<file path="config.mk">
export PLATFORM = sky130hd
export DESIGN_NAME = morse_decoder
export DESIGN_NICKNAME = d
export VERILOG_FILES = /design/src/rtl/morse_decoder.sv
export SDC_FILE = /design/constraint.sdc
export NUM_CORES = 1
export LEC_CHECK = 0
export ABC_AREA = 1
export BUFFER_PORTS_ARGS = -buffer_cell sky130_fd_sc_hd__buf_4
export CAP_MARGIN = 0
export CORE_UTILIZATION = 55
export CTS_BUF_LIST = sky130_fd_sc_hd__clkbuf_2
export DETAILED_ROUTE_END_ITERATION = 16
export HOLD_SLACK_MARGIN = 0.05
export PLACE_DENSITY = 0.8
export SKIP_LAST_GASP = 1
export SLEW_MARGIN = 25
export SYNTH_ARGS = -nofsm -noshare
export SYNTH_HDL_FRONTEND = slang
export SYNTH_SLANG_ARGS = --single-unit
</file>
<file path="constraint.sdc">
create_clock -name clk -period 4.2 [get_ports clk]
set_input_delay 0.42 -clock clk [delete_from_list [all_inputs] [get_ports clk]]
set_output_delay 0.42 -clock clk [all_outputs]
set_load 0.02 [all_outputs]
</file>
<file path="src/rtl/morse_decoder.sv">
// Morse symbol-vector decoder: scans five 2-bit slots, validates,
// looks up ITU A-Z/0-9 and holds the ASCII result under valid/ready.
module morse_decoder #(
  parameter logic [7:0] ERR_CHAR   = 8'h3F,
  parameter logic [7:0] SPACE_CHAR = 8'h20
) (
  input  logic       clk,
  input  logic       rst_n,
  input  logic [9:0] code_in,
  input  logic       code_valid,
  input  logic       out_ready,
  output logic       busy,
  output logic       out_valid,
  output logic [7:0] out_char,
  output logic       out_err,
  output logic       overrun
);

  typedef enum logic [1:0] {
    IDLE, SCAN, LOOKUP, HOLD
  } state_t;

  state_t      state, state_n;
  logic [9:0]  sreg, sreg_n;
  logic [2:0]  cnt, cnt_n;
  logic [2:0]  len, len_n;
  logic [4:0]  pat, pat_n;
  logic        bad, bad_n;
  logic        started, started_n;
  logic [7:0]  char_n;
  logic        err_n;
  logic [1:0]  sym;
  logic [8:0]  hit;

  // {found, ascii}; first symbol sits at bit len-1, long=1
  function automatic logic [8:0] lut(input logic [7:0] key);
    logic [8:0] r;
    r = {1'b0, ERR_CHAR};
    case (key)
      {3'd2, 5'b00001}: r = {1'b1, 8'h41};
      {3'd4, 5'b01000}: r = {1'b1, 8'h42};
      {3'd4, 5'b01010}: r = {1'b1, 8'h43};
      {3'd3, 5'b00100}: r = {1'b1, 8'h44};
      {3'd1, 5'b00000}: r = {1'b1, 8'h45};
      {3'd4, 5'b00010}: r = {1'b1, 8'h46};
      {3'd3, 5'b00110}: r = {1'b1, 8'h47};
      {3'd4, 5'b00000}: r = {1'b1, 8'h48};
      {3'd2, 5'b00000}: r = {1'b1, 8'h49};
      {3'd4, 5'b00111}: r = {1'b1, 8'h4A};
      {3'd3, 5'b00101}: r = {1'b1, 8'h4B};
      {3'd4, 5'b00100}: r = {1'b1, 8'h4C};
      {3'd2, 5'b00011}: r = {1'b1, 8'h4D};
      {3'd2, 5'b00010}: r = {1'b1, 8'h4E};
      {3'd3, 5'b00111}: r = {1'b1, 8'h4F};
      {3'd4, 5'b00110}: r = {1'b1, 8'h50};
      {3'd4, 5'b01101}: r = {1'b1, 8'h51};
      {3'd3, 5'b00010}: r = {1'b1, 8'h52};
      {3'd3, 5'b00000}: r = {1'b1, 8'h53};
      {3'd1, 5'b00001}: r = {1'b1, 8'h54};
      {3'd3, 5'b00001}: r = {1'b1, 8'h55};
      {3'd4, 5'b00001}: r = {1'b1, 8'h56};
      {3'd3, 5'b00011}: r = {1'b1, 8'h57};
      {3'd4, 5'b01001}: r = {1'b1, 8'h58};
      {3'd4, 5'b01011}: r = {1'b1, 8'h59};
      {3'd4, 5'b01100}: r = {1'b1, 8'h5A};
      {3'd5, 5'b11111}: r = {1'b1, 8'h30};
      {3'd5, 5'b01111}: r = {1'b1, 8'h31};
      {3'd5, 5'b00111}: r = {1'b1, 8'h32};
      {3'd5, 5'b00011}: r = {1'b1, 8'h33};
      {3'd5, 5'b00001}: r = {1'b1, 8'h34};
      {3'd5, 5'b00000}: r = {1'b1, 8'h35};
      {3'd5, 5'b10000}: r = {1'b1, 8'h36};
      {3'd5, 5'b11000}: r = {1'b1, 8'h37};
      {3'd5, 5'b11100}: r = {1'b1, 8'h38};
      {3'd5, 5'b11110}: r = {1'b1, 8'h39};
      default:          r = {1'b0, ERR_CHAR};
    endcase
    return r;
  endfunction

  assign sym       = sreg[9:8];
  assign hit       = lut({len, pat});
  assign busy      = (state != IDLE);
  assign out_valid = (state == HOLD);

  always_comb begin
    state_n   = state;
    sreg_n    = sreg;
    cnt_n     = cnt;
    len_n     = len;
    pat_n     = pat;
    bad_n     = bad;
    started_n = started;
    char_n    = out_char;
    err_n     = out_err;
    unique case (state)
      IDLE: begin
        if (code_valid) begin
          sreg_n    = code_in;
          cnt_n     = 3'd0;
          len_n     = 3'd0;
          pat_n     = 5'd0;
          bad_n     = 1'b0;
          started_n = 1'b0;
          state_n   = SCAN;
        end
      end
      SCAN: begin
        sreg_n = {sreg[7:0], 2'b00};
        cnt_n  = cnt + 3'd1;
        unique case (sym)
          2'b10, 2'b11: begin
            started_n = 1'b1;
            pat_n     = {pat[3:0], sym[0]};
            len_n     = len + 3'd1;
          end
          2'b00: if (started) bad_n = 1'b1;
          2'b01: bad_n = 1'b1;
        endcase
        if (cnt == 3'd4) state_n = LOOKUP;
      end
      LOOKUP: begin
        unique case (1'b1)
          bad: begin
            char_n = ERR_CHAR;
            err_n  = 1'b1;
          end
          (!bad && len == 3'd0): begin
            char_n = SPACE_CHAR;
            err_n  = 1'b0;
          end
          default: begin
            char_n = hit[7:0];
            err_n  = ~hit[8];
          end
        endcase
        state_n = HOLD;
      end
      HOLD: if (out_ready) state_n = IDLE;
    endcase
  end

  always_ff @(posedge clk) begin
    if (!rst_n) begin
      state    <= IDLE;
      sreg     <= 10'd0;
      cnt      <= 3'd0;
      len      <= 3'd0;
      pat      <= 5'd0;
      bad      <= 1'b0;
      started  <= 1'b0;
      out_char <= 8'h00;
      out_err  <= 1'b0;
      overrun  <= 1'b0;
    end else begin
      state    <= state_n;
      sreg     <= sreg_n;
      cnt      <= cnt_n;
      len      <= len_n;
      pat      <= pat_n;
      bad      <= bad_n;
      started  <= started_n;
      out_char <= char_n;
      out_err  <= err_n;
      overrun  <= code_valid && (state != IDLE);
    end
  end

endmodule

</file>
# ---- Yosys cells after proc, flatten, opt, wreduce, memory -nomap -nowiden
# Index checks and enable logic that the tools add are counted.
dict set report totals {
  register_bits 35
  input_bits 14
  output_inout_bits 12
  word_cells 97
}
dict set report classes {
  addsub 2
  n_eq_ne 49
  n_mux 22
  bitwise 1
  reduce_logical 13
}
# op count
set op_table {}
lappend op_table {{$pmux W9 S36} 1}
lappend op_table {{$eq A8 B8 Y1 const B} 22}
lappend op_table {{$eq A8 B7 Y1 const B} 12}
lappend op_table {{$pmux W10 S2} 1}
lappend op_table {{$eq A8 B6 Y1 const B} 2}
lappend op_table {{$pmux W8 S2} 1}
lappend op_table {{$pmux W3 S2} 2}
lappend op_table {{$mux W10} 1}
lappend op_table {{$mux W5} 2}
lappend op_table {{$pmux W5 S2} 1}
lappend op_table {{$eq A2 B2 Y1 const B} 4}
lappend op_table {{$pmux W1 S2} 4}
lappend op_table {{$pmux W2 S4} 1}
lappend op_table {{$add A3 B1 Y3 const B} 2}
lappend op_table {{$mux W2} 3}
lappend op_table {{$mux W3} 2}
lappend op_table {{$ne A2 B2 Y1 const B} 3}
lappend op_table {{$reduce_and A3 Y1} 2}
lappend op_table {{$eq A2 B1 Y1 const B} 2}
lappend op_table {{$logic_not A2 Y1} 2}
lappend op_table {{$reduce_and A4 Y1} 1}
lappend op_table {{$reduce_bool A2 Y1} 2}
lappend op_table {{$eq A3 B3 Y1 const B} 1}
lappend op_table {{$logic_not A3 Y1} 1}
lappend op_table {{other kinds (9)} 12}

# ---- Logic depth before layout (Yosys ltp)
dict set report depth {
  word_depth 4
  ltp_mapped 13
  ltp_nobuf 12
}

# ---- Least setup slack after synthesis
# No wires, ideal clock.
dict set report synth_timing {
  kind {register to register}
  startpoint {register state[0]}
  endpoint {register len[2]}
  setup_ps 86
  arrival_time_ps 1723
  required_ps 4114
  slack_ps 2391
  stages_incl_launch_ff 12
  synth_period_minus_slack_ps 1809
  cell_sequence {dfxtp_1 > inv_1 > ha_1 > inv_1 > nor2_1 > inv_1 > o21ai_2 > inv_2 > nand2_1 > nor2_1 > nand2_1 > a211oi_1}
}
dict set report synth_via {
  elab_chain_cells 3
  word_cells_on_any_way 7
  classes_between {eq/ne (3); mux (1); reduce/logical (3)}
}
# element line_no
set synth_lines {}
lappend synth_lines {{start, declared} 23} ;# state_t state, state_n;
lappend synth_lines {{start signal, assigned} 156} ;# state <= state_n;
lappend synth_lines {{$eq A2 B1 Y1 or $logic_not A2 Y1 (tied branches)} 96} ;# unique case (state)
lappend synth_lines {{$ne A2 B1 Y1 (no source line), or another cell as far along} -}
lappend synth_lines {{$reduce_and A3 Y1 (no source line)} -}
lappend synth_lines {{end signal, assigned} 159} ;# len <= len_n;
lappend synth_lines {{end, declared} 26} ;# logic [2:0] len, len_n;
# Several ways; a longest one is shown, not always the timed one.
# A chain may end at the register's enable or synchronous reset.

# ---- Final worst setup path
dict set report layout_timing {
  startpoint {register state[1]}
  endpoint {register len[2]}
}
# The elaborated chain is that of the path after synthesis.

==> results.txt <==
CP Capture Type -> register
Post-Syn Instances -> 333
Status -> complete, no violations
Peak supply drop -> 530 uV
Avg WL per Cell -> 11.9 um
Unique masters post-synth -> 29
Vias post-DR -> 2194
Hold Crit Class -> in2reg
Pin count of the biggest net entering global routing -> 23
Slew Limit Fails -> 0
Seq cells post-synth -> 34
CP required -> 4.51 ns
P&R area growth vs syn -> 10.6%
Slowest stage delay, CP -> 0.47 ns
Power per cell area -> 454 nW/um^2
CP delay by family, top -> simple AND/OR/NAND/NOR gates
Antenna-violating nets left -> 0
Initial Utilization -> 57.4%
Crit path max-delay cell type -> ha_1
Clk Latency, worst-skew pair -> 0.38 ns
Port buffer count -> 24
First-pass GRT wire length -> 8.45 mm
Vias in the first global route -> 1960
WHS -> 0.269 ns
Post-CTS Setup Inserts -> 0
Maximum operating frequency -> 0.435 GHz
Critical path arrival -> 2.61 ns
Io pins -> 26
Drt initial violations -> 225
Syn Area/Cell -> 6.36 um^2
Post-cts sizing count -> 0
Cts bufs inserted -> 5
TritonCTS clock tree -> done
Syn nets -> 355
Initial antenna violation count -> 0
Relative slew margins -> 66.2%
GR Overflow Total -> 0
Final HPWL DP -> 3.63 mm
Clock Skew -> 0.0140 ns
Final WL -> 4.80 mm
Share of the yosys chip area belonging to registers -> 32.2%
Synth area leader -> dfxtp_1
Final setup TNS -> 0 ns
Core box area -> 3690 um^2
Worst-Margin Slew -> 0.505 ns
Root buf cell -> clkbuf_2
RSZ-0062 raised after global routing -> false
Residual DRC -> 0
Worst reg2reg path depth -> 8
Clock Sinks -> 34
Die Y -> 64.0 um
Share of the synthesized area in the top cell type -> 32.2%
YS warnings -> 0
Clock-pin slew on the worst setup and hold paths -> 0.18 ns
Gp weighted congestion -> 0.975
Mapped Area -> 2120 um^2
# hold bufs at CTS -> 0
Die area -> 4100 um^2
Post-route minimum period -> 2.30 ns
# fillers -> 337
Max-cap violation count -> 0
CP dominant cell by count -> nand2_1
CP Launch Type -> register
ANT cells -> 0
Crit Path Class -> reg2reg
Critical path cell sequence -> inv_1 > ha_1 > o21ai_2 > inv_2 > nand2_1 > nor2_1 > nand2_1 > a211oi_1
CTS Buffer Depth -> 2
Period utilization -> 54.7%
Leakage -> 0.00108 uW
Maximum level of the CTS H-tree -> 2
Die extent in x -> 64.0 um
WP depth -> 8
Final Hold Violating Endpoints -> 0
Worst-path fanout max -> 22
Site Rows -> 22
Fraction of layout cells with a size suffix above 1 -> 15.8%
Synth top area cells -> dfxtp_1 32%, nand2_1 18%, nor2_1 8.3%, a21oi_1 5.9%, ha_1 4.7%
Drt via density -> 5.44
Setup-failing EPs final -> 0
Total track usage -> 25.9%
Initial DRT Pass Iterations -> 5
Nets@finish -> 376
Hold path cells -> 3
Crit path buf inv count -> 2
==> where the power goes <==
group | leakage, uW | internal, uW | total (uW) | switching [uW]
sequential | 0.000278 | 400 | 448 | 48.7
combinational | 0.000776 | 155 | 467 | 311
clock | 0.0000264 | 37.9 | 148 | 110
==> metal layers <==
layer	GRT usage [%]	up-vias	share of wire, %
met4	7.10	0	1.5
met1	34.2	958	45
li1	-	1118	-
met5	0	-	0
met3	6.25	13	8.4
met2	41.9	105	45
==> path summary, 6_finish.rpt <==
check        endpoint        from  slack, ns
max            len[2]    state[1]       1.90
min           overrun  code_valid       0.27
max reg2reg    len[2]    state[1]       1.90
min reg2reg   sreg[9]     sreg[7]       0.47
==> cells in the final DEF, fill, tap and decap left out <==
cell type,instances
nand2_4,3
nand3_2,1
nand3b_1,2
clkinv_2,1
o21ai_2,1
nor2_2,6
a21boi_0,2
ha_1,8
a31oi_1,8
o21ai_0,16
clkinv_1,3
nor3_1,3
nor2_4,2
nand3_1,14
dfxtp_1,34
conb_1,1
nor2_1,47
inv_2,8
inv_1,19
nand2_1,103
clkbuf_2,5
a21oi_1,25
o211ai_1,2
nor3b_1,1
a211oi_1,2
o21a_1,2
nand2_2,4
buf_4,24
clkinvlp_4,1
nand4_1,7
==> registers in the layout (all words and copies together), names as in the netlist <==
register / flops
state: 2
sreg: 10
bad: 1
len: 3
started: 1
out_err: 1
cnt: 3
pat: 5
out_char: 7
overrun: 1
==> tightest hold or removal path, cell delays in order <==
cell,delay (ns)
buf_4,0.11
nand2_1,0.05
nor2_1,0.03
==> cells in the mapped netlist <==
master / count
nand2_1: 103
nor2_1: 47
dfxtp_1: 34
a21oi_1: 25
inv_1: 19
o21ai_0: 16
nand3_1: 14
a31oi_1: 8
ha_1: 8
inv_2: 8
nand4_1: 7
nor2_2: 6
buf_4: 5
nand2_2: 4
clkbuf_1: 3
nand2_4: 3
nor3_1: 3
a211oi_1: 2
a21boi_0: 2
buf_1: 2
clkinv_1: 2
nand3b_1: 2
nor2_4: 2
o211ai_1: 2
o21a_1: 2
conb_1: 1
nand3_2: 1
nor3b_1: 1
o21ai_2: 1
==> metrics by stage <==
step                setup WS (ns)  cell area [um^2]  total power, uW  utilization, %  instances
finish                       1.90              2340             1060            63.5        403
global route                 1.67              2340             1150            63.5        403
CTS                          1.93              2340             1070            63.5        403
detailed placement           1.94              2300              917            62.4        395
global placement             2.04              2300              907            62.4        395
floorplan                    2.39              2120              799               -        333
==> area by class of cell <==
class / instances / area [um^2] / share of cell area [%]
Clock buffer: 5 / 25.0 / 1.07
Clock inverter: 3 / 16.3 / 0.694
Inverter: 29 / 109 / 4.65
Multi-Input combinational cell: 260 / 1270 / 54.3
Sequential cell: 34 / 681 / 29.1
Tap cell: 48 / 60.1 / 2.56
Timing Repair Buffer: 24 / 180 / 7.69
==> cells by family after synthesis <==
group	count (synthesis)	synth area share [%]
other	1	0.177
buffers and inverters	39	7.80
and+or+nand+nor	193	39.8
AOI/OAI and AO/OA	58	15.3
adders and majority gates	8	4.73
DFF	34	32.2
(Power assumes the default switching activity.)
